`src/rtl/seg_execute_muldiv_ctrl.sv`:
```
// Iterative unsigned multiply/divide unit for the execute stage: one shift-add or
// restoring-division step per cycle, with HI/LO result registers and MTHI/MTLO moves.
module seg_execute_muldiv_ctrl #(
    parameter int NB_DATA = 32,
    parameter int NB_CNT  = 5,
    parameter int NB_MDOP = 2
) (
    input  logic               i_clk,
    input  logic               i_reset,
    input  logic               i_start,
    input  logic [NB_MDOP-1:0] i_mdop,
    input  logic [NB_DATA-1:0] i_rs,
    input  logic [NB_DATA-1:0] i_rt,
    input  logic               i_flush,
    output logic               o_busy,
    output logic               o_done,
    output logic               o_div_by_zero,
    output logic [NB_DATA-1:0] o_hi,
    output logic [NB_DATA-1:0] o_lo
);

    typedef enum logic [1:0] {
        ST_IDLE = 2'b00,
        ST_MUL  = 2'b01,
        ST_DIV  = 2'b10,
        ST_DONE = 2'b11
    } state_t;

    localparam logic [NB_MDOP-1:0] OP_MULTU = NB_MDOP'(0);
    localparam logic [NB_MDOP-1:0] OP_DIVU  = NB_MDOP'(1);
    localparam logic [NB_MDOP-1:0] OP_MTHI  = NB_MDOP'(2);
    localparam logic [NB_MDOP-1:0] OP_MTLO  = NB_MDOP'(3);
    localparam logic [NB_CNT-1:0]  CNT_LAST = {NB_CNT{1'b1}};

    state_t              state_r, state_s;
    logic [NB_CNT-1:0]   cnt_r, cnt_s;
    // acc holds the running product high half / partial remainder,
    // shf holds the multiplier-then-product-low / dividend-then-quotient.
    logic [NB_DATA-1:0]  acc_r, acc_s;
    logic [NB_DATA-1:0]  shf_r, shf_s;
    logic [NB_DATA-1:0]  opnd_r, opnd_s;
    logic [NB_DATA-1:0]  hi_r, hi_s;
    logic [NB_DATA-1:0]  lo_r, lo_s;
    logic                busy_r, done_r, dz_r, dz_s;

    logic [NB_DATA:0]    mul_sum_s;
    logic [NB_DATA-1:0]  mul_acc_s, mul_shf_s;
    logic [NB_DATA:0]    div_rem_sh_s, div_diff_s;
    logic [NB_DATA-1:0]  div_acc_s, div_shf_s;

    // One datapath step for each algorithm, evaluated from the current registers.
    always_comb begin
        mul_sum_s    = {1'b0, acc_r} + (shf_r[0] ? {1'b0, opnd_r} : {(NB_DATA+1){1'b0}});
        mul_acc_s    = mul_sum_s[NB_DATA:1];
        mul_shf_s    = {mul_sum_s[0], shf_r[NB_DATA-1:1]};
        div_rem_sh_s = {acc_r, shf_r[NB_DATA-1]};
        div_diff_s   = div_rem_sh_s - {1'b0, opnd_r};
        // A borrow out of the top bit means the divisor did not fit: restore.
        if (div_diff_s[NB_DATA]) begin
            div_acc_s = div_rem_sh_s[NB_DATA-1:0];
            div_shf_s = {shf_r[NB_DATA-2:0], 1'b0};
        end else begin
            div_acc_s = div_diff_s[NB_DATA-1:0];
            div_shf_s = {shf_r[NB_DATA-2:0], 1'b1};
        end
    end

    // Next-state and next-register logic.
    always_comb begin
        state_s = state_r;
        cnt_s   = cnt_r;
        acc_s   = acc_r;
        shf_s   = shf_r;
        opnd_s  = opnd_r;
        hi_s    = hi_r;
        lo_s    = lo_r;
        dz_s    = 1'b0;
        case (state_r)
            ST_IDLE, ST_DONE: begin
                state_s = ST_IDLE;
                // A flush in the same cycle as a start cancels the request outright.
                if (i_start && !i_flush) begin
                    case (i_mdop)
                        OP_MULTU: begin
                            state_s = ST_MUL;
                            cnt_s   = {NB_CNT{1'b0}};
                            opnd_s  = i_rs;
                            shf_s   = i_rt;
                            acc_s   = {NB_DATA{1'b0}};
                        end
                        OP_DIVU: begin
                            if (i_rt == {NB_DATA{1'b0}}) begin
                                state_s = ST_DONE;
                                hi_s    = i_rs;
                                lo_s    = {NB_DATA{1'b1}};
                                dz_s    = 1'b1;
                            end else begin
                                state_s = ST_DIV;
                                cnt_s   = {NB_CNT{1'b0}};
                                opnd_s  = i_rt;
                                shf_s   = i_rs;
                                acc_s   = {NB_DATA{1'b0}};
                            end
                        end
                        OP_MTHI: hi_s    = i_rs;
                        OP_MTLO: lo_s    = i_rs;
                        default: state_s = ST_IDLE;
                    endcase
                end else begin
                    state_s = ST_IDLE;
                end
            end
            ST_MUL: begin
                if (i_flush) begin
                    state_s = ST_IDLE;
                end else begin
                    acc_s = mul_acc_s;
                    shf_s = mul_shf_s;
                    cnt_s = cnt_r + NB_CNT'(1);
                    // The counter wrapping from all-ones marks the final iteration.
                    if (cnt_r == CNT_LAST) begin
                        state_s = ST_DONE;
                        hi_s    = mul_acc_s;
                        lo_s    = mul_shf_s;
                    end else begin
                        state_s = ST_MUL;
                    end
                end
            end
            ST_DIV: begin
                if (i_flush) begin
                    state_s = ST_IDLE;
                end else begin
                    acc_s = div_acc_s;
                    shf_s = div_shf_s;
                    cnt_s = cnt_r + NB_CNT'(1);
                    if (cnt_r == CNT_LAST) begin
                        state_s = ST_DONE;
                        hi_s    = div_acc_s;
                        lo_s    = div_shf_s;
                    end else begin
                        state_s = ST_DIV;
                    end
                end
            end
            default: state_s = ST_IDLE;
        endcase
    end

    // State, datapath and output registers; status flags follow the next state.
    always_ff @(posedge i_clk) begin
        if (i_reset) begin
            state_r <= ST_IDLE;
            cnt_r   <= {NB_CNT{1'b0}};
            acc_r   <= {NB_DATA{1'b0}};
            shf_r   <= {NB_DATA{1'b0}};
            opnd_r  <= {NB_DATA{1'b0}};
            hi_r    <= {NB_DATA{1'b0}};
            lo_r    <= {NB_DATA{1'b0}};
            busy_r  <= 1'b0;
            done_r  <= 1'b0;
            dz_r    <= 1'b0;
        end else begin
            state_r <= state_s;
            cnt_r   <= cnt_s;
            acc_r   <= acc_s;
            shf_r   <= shf_s;
            opnd_r  <= opnd_s;
            hi_r    <= hi_s;
            lo_r    <= lo_s;
            busy_r  <= (state_s == ST_MUL) || (state_s == ST_DIV);
            done_r  <= (state_s == ST_DONE);
            dz_r    <= dz_s;
        end
    end

    assign o_busy        = busy_r;
    assign o_done        = done_r;
    assign o_div_by_zero = dz_r;
    assign o_hi          = hi_r;
    assign o_lo          = lo_r;

endmodule

```
`config.mk`:
```
export PLATFORM = sky130hd
export DESIGN_NAME = seg_execute_muldiv_ctrl
export DESIGN_NICKNAME = d
export VERILOG_FILES = /design/src/rtl/seg_execute_muldiv_ctrl.sv
export SDC_FILE = /design/constraint.sdc
export NUM_CORES = 1
export LEC_CHECK = 0
export CAP_MARGIN = 20
export CORE_MARGIN = 5
export CORE_UTILIZATION = 31
export DETAILED_ROUTE_END_ITERATION = 7
export SLEW_MARGIN = 25
export SYNTH_ARGS = -nofsm -noshare
export SYNTH_HDL_FRONTEND = slang
export SYNTH_SLANG_ARGS = --single-unit
```
`constraint.sdc`:
```
create_clock -name i_clk -period 3.86 [get_ports i_clk]
set_input_delay 0.579 -clock i_clk [delete_from_list [all_inputs] [get_ports i_clk]]
set_output_delay 0.579 -clock i_clk [all_outputs]
set_load 0.05 [all_outputs]
```
# ---- Yosys cells after proc, flatten, opt, wreduce, memory -nomap -nowiden
# Cells that the tools add are included.
dict set report word_totals {
  reg_bits 170
  wordCells 100
}
dict set report op_classes {
  add_sub_neg 3
  eq_ne 22
  n_mux 47
  bitwise_logic 3
  reduce_logical 15
}
# cell n
set ops {}
lappend ops {{two-way mux 32 bit} 23}
lappend ops {{one-hot mux 32 bit (3 select lines)} 4}
lappend ops {{one-hot mux 32 bit (2 select lines)} 5}
lappend ops {{adder 32 x 32 -> 33 bit} 1}
lappend ops {{subtractor 33 x 32 -> 33 bit} 1}
lappend ops {{logical NOT 32 bit} 1}
lappend ops {{one-hot mux 5 bit (2 select lines)} 2}
lappend ops {{two-way mux 5 bit} 3}
lappend ops {{!= test 2 bit, second input constant} 7}
lappend ops {{AND reduction 7 bit} 2}
lappend ops {{equality test 2 bit, second input constant} 6}
lappend ops {{!= test 3 x 1 -> 1 bit, second input constant} 3}
lappend ops {{two-way mux 2 bit} 4}
lappend ops {{AND reduction 4 bit} 2}
lappend ops {{equality test 2 x 1 -> 1 bit, second input constant} 3}
lappend ops {{!= test 3 bit, second input constant} 2}
lappend ops {{one-hot mux 2 bit (3 select lines)} 1}
lappend ops {{adder 5 x 1 -> 5 bit, second input constant} 1}
lappend ops {{equality test 5 bit, second input constant} 1}
lappend ops {{AND reduction 5 bit} 1}
lappend ops {{logical NOT 2 bit} 2}
lappend ops {{two-way mux 1 bit} 4}
lappend ops {{one-hot mux 2 bit (2 select lines)} 1}
lappend ops {{OR reduction 2 bit} 2}
lappend ops {{other kinds (6)} 8}

# ---- Depth between registers and ports, before layout
dict set report depth {
  word_depth 7
  ltp_mapped 14
  depth_no_buf 13
}

# ---- Worst setup path after synthesis
# Ideal clock, no wire load.
dict set report synth_path {
  path_type {reg2reg}
  startpoint {register shf_r[31]}
  endpoint {register hi_r[18], in the netlist o_hi[18]}
  setup_ns 0.122
  arrival_time_ns 3.468
  slack_ns 0.270
  path_stages_with_launch 15
  n_path_buf 1
  synth_period_minus_slack_ns 3.590
  cell_sequence {dfxtp_1 -> inv_1 -> ha_1 -> inv_1 -> fa_1 -> a211o_1 -> a2111oi_4 -> o21bai_2 -> a311oi_2 -> mux2i_1 -> nor2_4 -> buf_4 -> nand2_1 -> o221ai_1 -> a221o_1}
}
dict set report synth_via {
  elab_chain_cells 5
}
# item line_no
set synth_lines {}
lappend synth_lines {{start, declared} 40} ;# logic [NB_DATA-1:0] shf_r, shf_s;
lappend synth_lines {{start signal, assigned} 156} ;# shf_r <= {NB_DATA{1'b0}};
lappend synth_lines {{start signal, assigned} 167} ;# shf_r <= shf_s;
lappend synth_lines {{subtractor 33 x 32 -> 33 bit} 57} ;# div_diff_s = div_rem_sh_s - {1'b0, opnd_r};
lappend synth_lines {{two-way mux 32 bit} 59} ;# if (div_diff_s[NB_DATA]) begin
lappend synth_lines {{two-way mux 32 bit} 137} ;# if (cnt_r == CNT_LAST) begin
lappend synth_lines {{two-way mux 32 bit} 131} ;# if (i_flush) begin
lappend synth_lines {{one-hot mux 32 bit (3 select lines)} 78} ;# case (state_r)
lappend synth_lines {{end signal, assigned} 158} ;# hi_r <= {NB_DATA{1'b0}};
lappend synth_lines {{end signal, assigned} 169} ;# hi_r <= hi_s;
lappend synth_lines {{end, declared} 42} ;# logic [NB_DATA-1:0] hi_r, hi_s;
# No other way between the ends. The select of a mux whose other input is x is not followed.
# A chain may end at the register's enable or synchronous reset.

# ---- Worst setup path in the final report
dict set report layout_path {
  startpoint {register shf_r[31]}
  endpoint {register acc_r[10]}
}
dict set report layout_via {
  elab_chain_cells 4
}
# item line_no
set layout_lines {}
lappend layout_lines {{subtractor 33 x 32 -> 33 bit} 57}
lappend layout_lines {{two-way mux 32 bit} 59}
lappend layout_lines {{two-way mux 32 bit} 131}
lappend layout_lines {{one-hot mux 32 bit (3 select lines)} 78}
lappend layout_lines {{end signal, assigned} 155} ;# acc_r <= {NB_DATA{1'b0}};
lappend layout_lines {{end signal, assigned} 166} ;# acc_r <= acc_s;
lappend layout_lines {{end, declared} 39} ;# logic [NB_DATA-1:0] acc_r, acc_s;
# No other way between the ends. The select of a mux whose other input is x is not followed.

==> qor.yml <==
cts_resized: 0
synthesis.area_um2: 12400
ys_ff_latch: 170
nets: 1942
timing.rr.start: "shf_r[31]$_SDFFE_PP0P_"
seq_area_um2: 3400
cell_count_after_placement: 2305
clock_skew_ps: 8.78
ctsHtreeMaxLevel: 4
synth_nets: 1819
grt_use_met2_pct: 33.5
detail-route-antenna-nets: 0
mostFrequentLayoutCells: "sky130_fd_sc_hd__nand2_1, sky130_fd_sc_hd__nor2_1, sky130_fd_sc_hd__dfxtp_1"
antenna_cells_inserted: 0
crit_path_end_kind: "flip-flop"
die_h_um: 210
synth_top_area_share_pct: 27.5
port-buffer-count: 136
hold_depth: 2
detailed_place_hpwl_mm: 36.2
busiest_layer: "met2"
worst_path_required_ps: 4160
synth-edff-count: 0
maxClockFrequency_ghz: 0.266
critPathMaxFanout: 7
cts.clk_slew.worst_paths_ps: 60
worst_slew_pin_slew_ps: 856
vias_in_the_first_global_route: 12581
synth_unique_cells: 78
hp-start: "o_lo[5]$_SDFFE_PP0P_"
cts_max_path_buffers: 2
fp-row-count: 73
antenna_found_initial: 0
starting_density_pct: 31.3
global_route.usage.total_pct: 21.0
arrival_ps: 4050
layout_worst_path_cycle_share_pct: 97.3
core_region_area_um2: 39500
remaining_global_route_overflow: 0
type_of_the_tightest_min_delay_check: "reg2reg"
power.leakage_uw: 0.00612
cts-buffers-inserted: 17
clock_tree_from_tritoncts: "built"
synth_area_leader_cell: "sky130_fd_sc_hd__dfxtp_1"
leading_cell_types_by_total_area_after_synthesis: "sky130_fd_sc_hd__dfxtp_1, sky130_fd_sc_hd__ha_1, sky130_fd_sc_hd__nand2_1"
count_of_endpoints_failing_hold_in_the_final_timing_report: 0
fp.dieArea_um2: 44000
run_status: "complete, no violations"
drcViolationCount: 0
clockRootBuffer: "sky130_fd_sc_hd__clkbuf_16"
worst-r2r-cell-count: 15
synth.yosys.warnings: 0
area_growth_pct: 24.1
detail_route.wirelength_mm: 48.2
worstHoldEndpoint: "o_lo[5]$_SDFFE_PP0P_"
synth_sequential_area_ratio_pct: 27.5
postPlaceCellArea_um2: 14700
fin_area_um2: 15300
setup_viol: 0
globalRouteMet1Util_pct: 30.0
synth.avg_cell_area_um2: 7.37
route.detailed.vias_per_inst: 5.71
crit_path_kind: "reg2reg"
ir_drop_uv: 314
die_w_um: 210
worst-r2r-setup-slack_ps: 100
post-route-min-period_ps: 3760
fraction_of_layout_cells_with_a_size_suffix_above_1_pct: 8.95
n_fill_cell: 4048
power_density_normalized_to_cell_area_nw_per_um2: 308
worst_setup_path_start_kind: "flip-flop"
synthCells: 1678
routedWlPerCell_um: 20.6
drt-initial-drc-count: 1372
router_iterations_before_antenna_repair: 6
footprint_of_the_multi_input_gates_um2: 8370
count_of_pins_on_the_block_boundary: 137
place.gp.congestion: 0.948
critical_path.reg2reg.endpoint: "acc_r[10]$_SDFFE_PP0P_"
global_route.usage.met3_pct: 3.18
report.final.slew_viol_count: 0
grt_first_pass_wirelength_mm: 74.3
async_reset_ff_share_pct: 0
maxCapViolations: 0
layout_commonest_cell: "sky130_fd_sc_hd__nand2_1"
tritoncts_num_sinks: 170
clkLatencyLatePin_ps: 440
grt_start_max_net_pins: 77
timing.max_slew.rel_slack_pct: 42.8
ys_dominant_reg_cell: "sky130_fd_sc_hd__dfxtp_1"
postCtsSetupRepairBufs: 0
cts_hold_repair.buffers: 0
via_count: 13323
stdcell_count: 2335
[metrics by stage]
step	util, %	TNS [ps]	hold slack (ps)	worst slack [ps]	power, uW
4_1_cts	38.6	0	491	21.6	4710
5_1_grt	38.8	-25.3	523	-10.1	4900
3_3_place_gp	37.1	0	472	180	2940
6_report	38.8	0	482	103	4730
3_5_place_dp	37.1	0	477	36.6	2950
2_1_floorplan	-	0	452	270	2530
[area by class of cell]
cell class	count	share of cell area, %
inverters	53	1.30
clock inverters	7	0.775
multi-input cells	1332	54.5
flip-flops and latches	170	22.2
well taps	525	4.28
repair buffers	227	13.9
clock buffers	21	3.00
[worst max-delay path, stage by stage, from the launching register on]
cell	delay [ps]
sky130_fd_sc_hd__dfxtp_1	330
sky130_fd_sc_hd__inv_2	70
sky130_fd_sc_hd__ha_2	170
sky130_fd_sc_hd__inv_1	50
sky130_fd_sc_hd__fa_1	370
sky130_fd_sc_hd__a211o_1	310
sky130_fd_sc_hd__a2111oi_4	360
sky130_fd_sc_hd__o21bai_2	140
sky130_fd_sc_hd__a311oi_2	390
sky130_fd_sc_hd__mux2i_1	170
sky130_fd_sc_hd__buf_4	180
sky130_fd_sc_hd__nor2_4	220
sky130_fd_sc_hd__buf_12	190
sky130_fd_sc_hd__mux2_2	340
sky130_fd_sc_hd__a22oi_1	200
sky130_fd_sc_hd__o21ai_0	130
[power by group]
group | switching, uW | internal [uW]
Sequential | 65.0 | 1820
Clock | 745 | 1040
Combinational | 658 | 396
[Yosys cell counts (all sizes together) (32+ instances only)]
library cell / number
a21oi: 141
ha: 69
dfxtp: 170
and2: 41
o21ai: 95
a311oi: 75
a221oi: 32
clkbuf: 107
nand2: 229
nor3: 64
inv: 52
nor2: 182
[routing by layer]
layer / up-vias / part of all wire, %
li1: 6380 / -
met1: 6300 / 46
met2: 575 / 45
met3: 68 / 7.8
met4: 0 / 1.9
met5: - / 0
[cells by family (layout without fill, tap and decap cells)]
kind of cell	count (synthesis)	after routing	share of synthesized area [%]
AOI/OAI and AO/OA	523	523	29.3
xor gates and xnor gates	48	48	3.40
adders and majority gates	71	71	7.31
buffers and inverters	176	308	5.46
DFF	170	170	27.5
muxes	23	23	1.94
and+or+nand+nor	667	667	25.1
[worst max-delay path by stage]
stage / end / cells after the start / start / slack [ps]
3_5_place_dp: o_hi[19]$_SDFFE_PP0P_ / 14 / shf_r[31]$_SDFFE_PP0P_ / 40
6_report: acc_r[10]$_SDFFE_PP0P_ / 15 / shf_r[31]$_SDFFE_PP0P_ / 100
2_1_floorplan: o_hi[18]$_SDFFE_PP0P_ / 14 / shf_r[31]$_SDFFE_PP0P_ / 270
3_3_place_gp: o_hi[27]$_SDFFE_PP0P_ / 15 / shf_r[31]$_SDFFE_PP0P_ / 180
5_1_grt: o_hi[4]$_SDFFE_PP0P_ / 15 / shf_r[31]$_SDFFE_PP0P_ / -10
4_1_cts: o_hi[27]$_SDFFE_PP0P_ / 15 / shf_r[31]$_SDFFE_PP0P_ / 20
[registers in the layout, summed over array words and instances, names as in the netlist, 2 cells and up]
name / cells
o_lo: 32
shf_r: 32
acc_r: 32
o_hi: 32
opnd_r: 32
state_r: 2
cnt_r: 5
(Power assumes the default switching activity.)
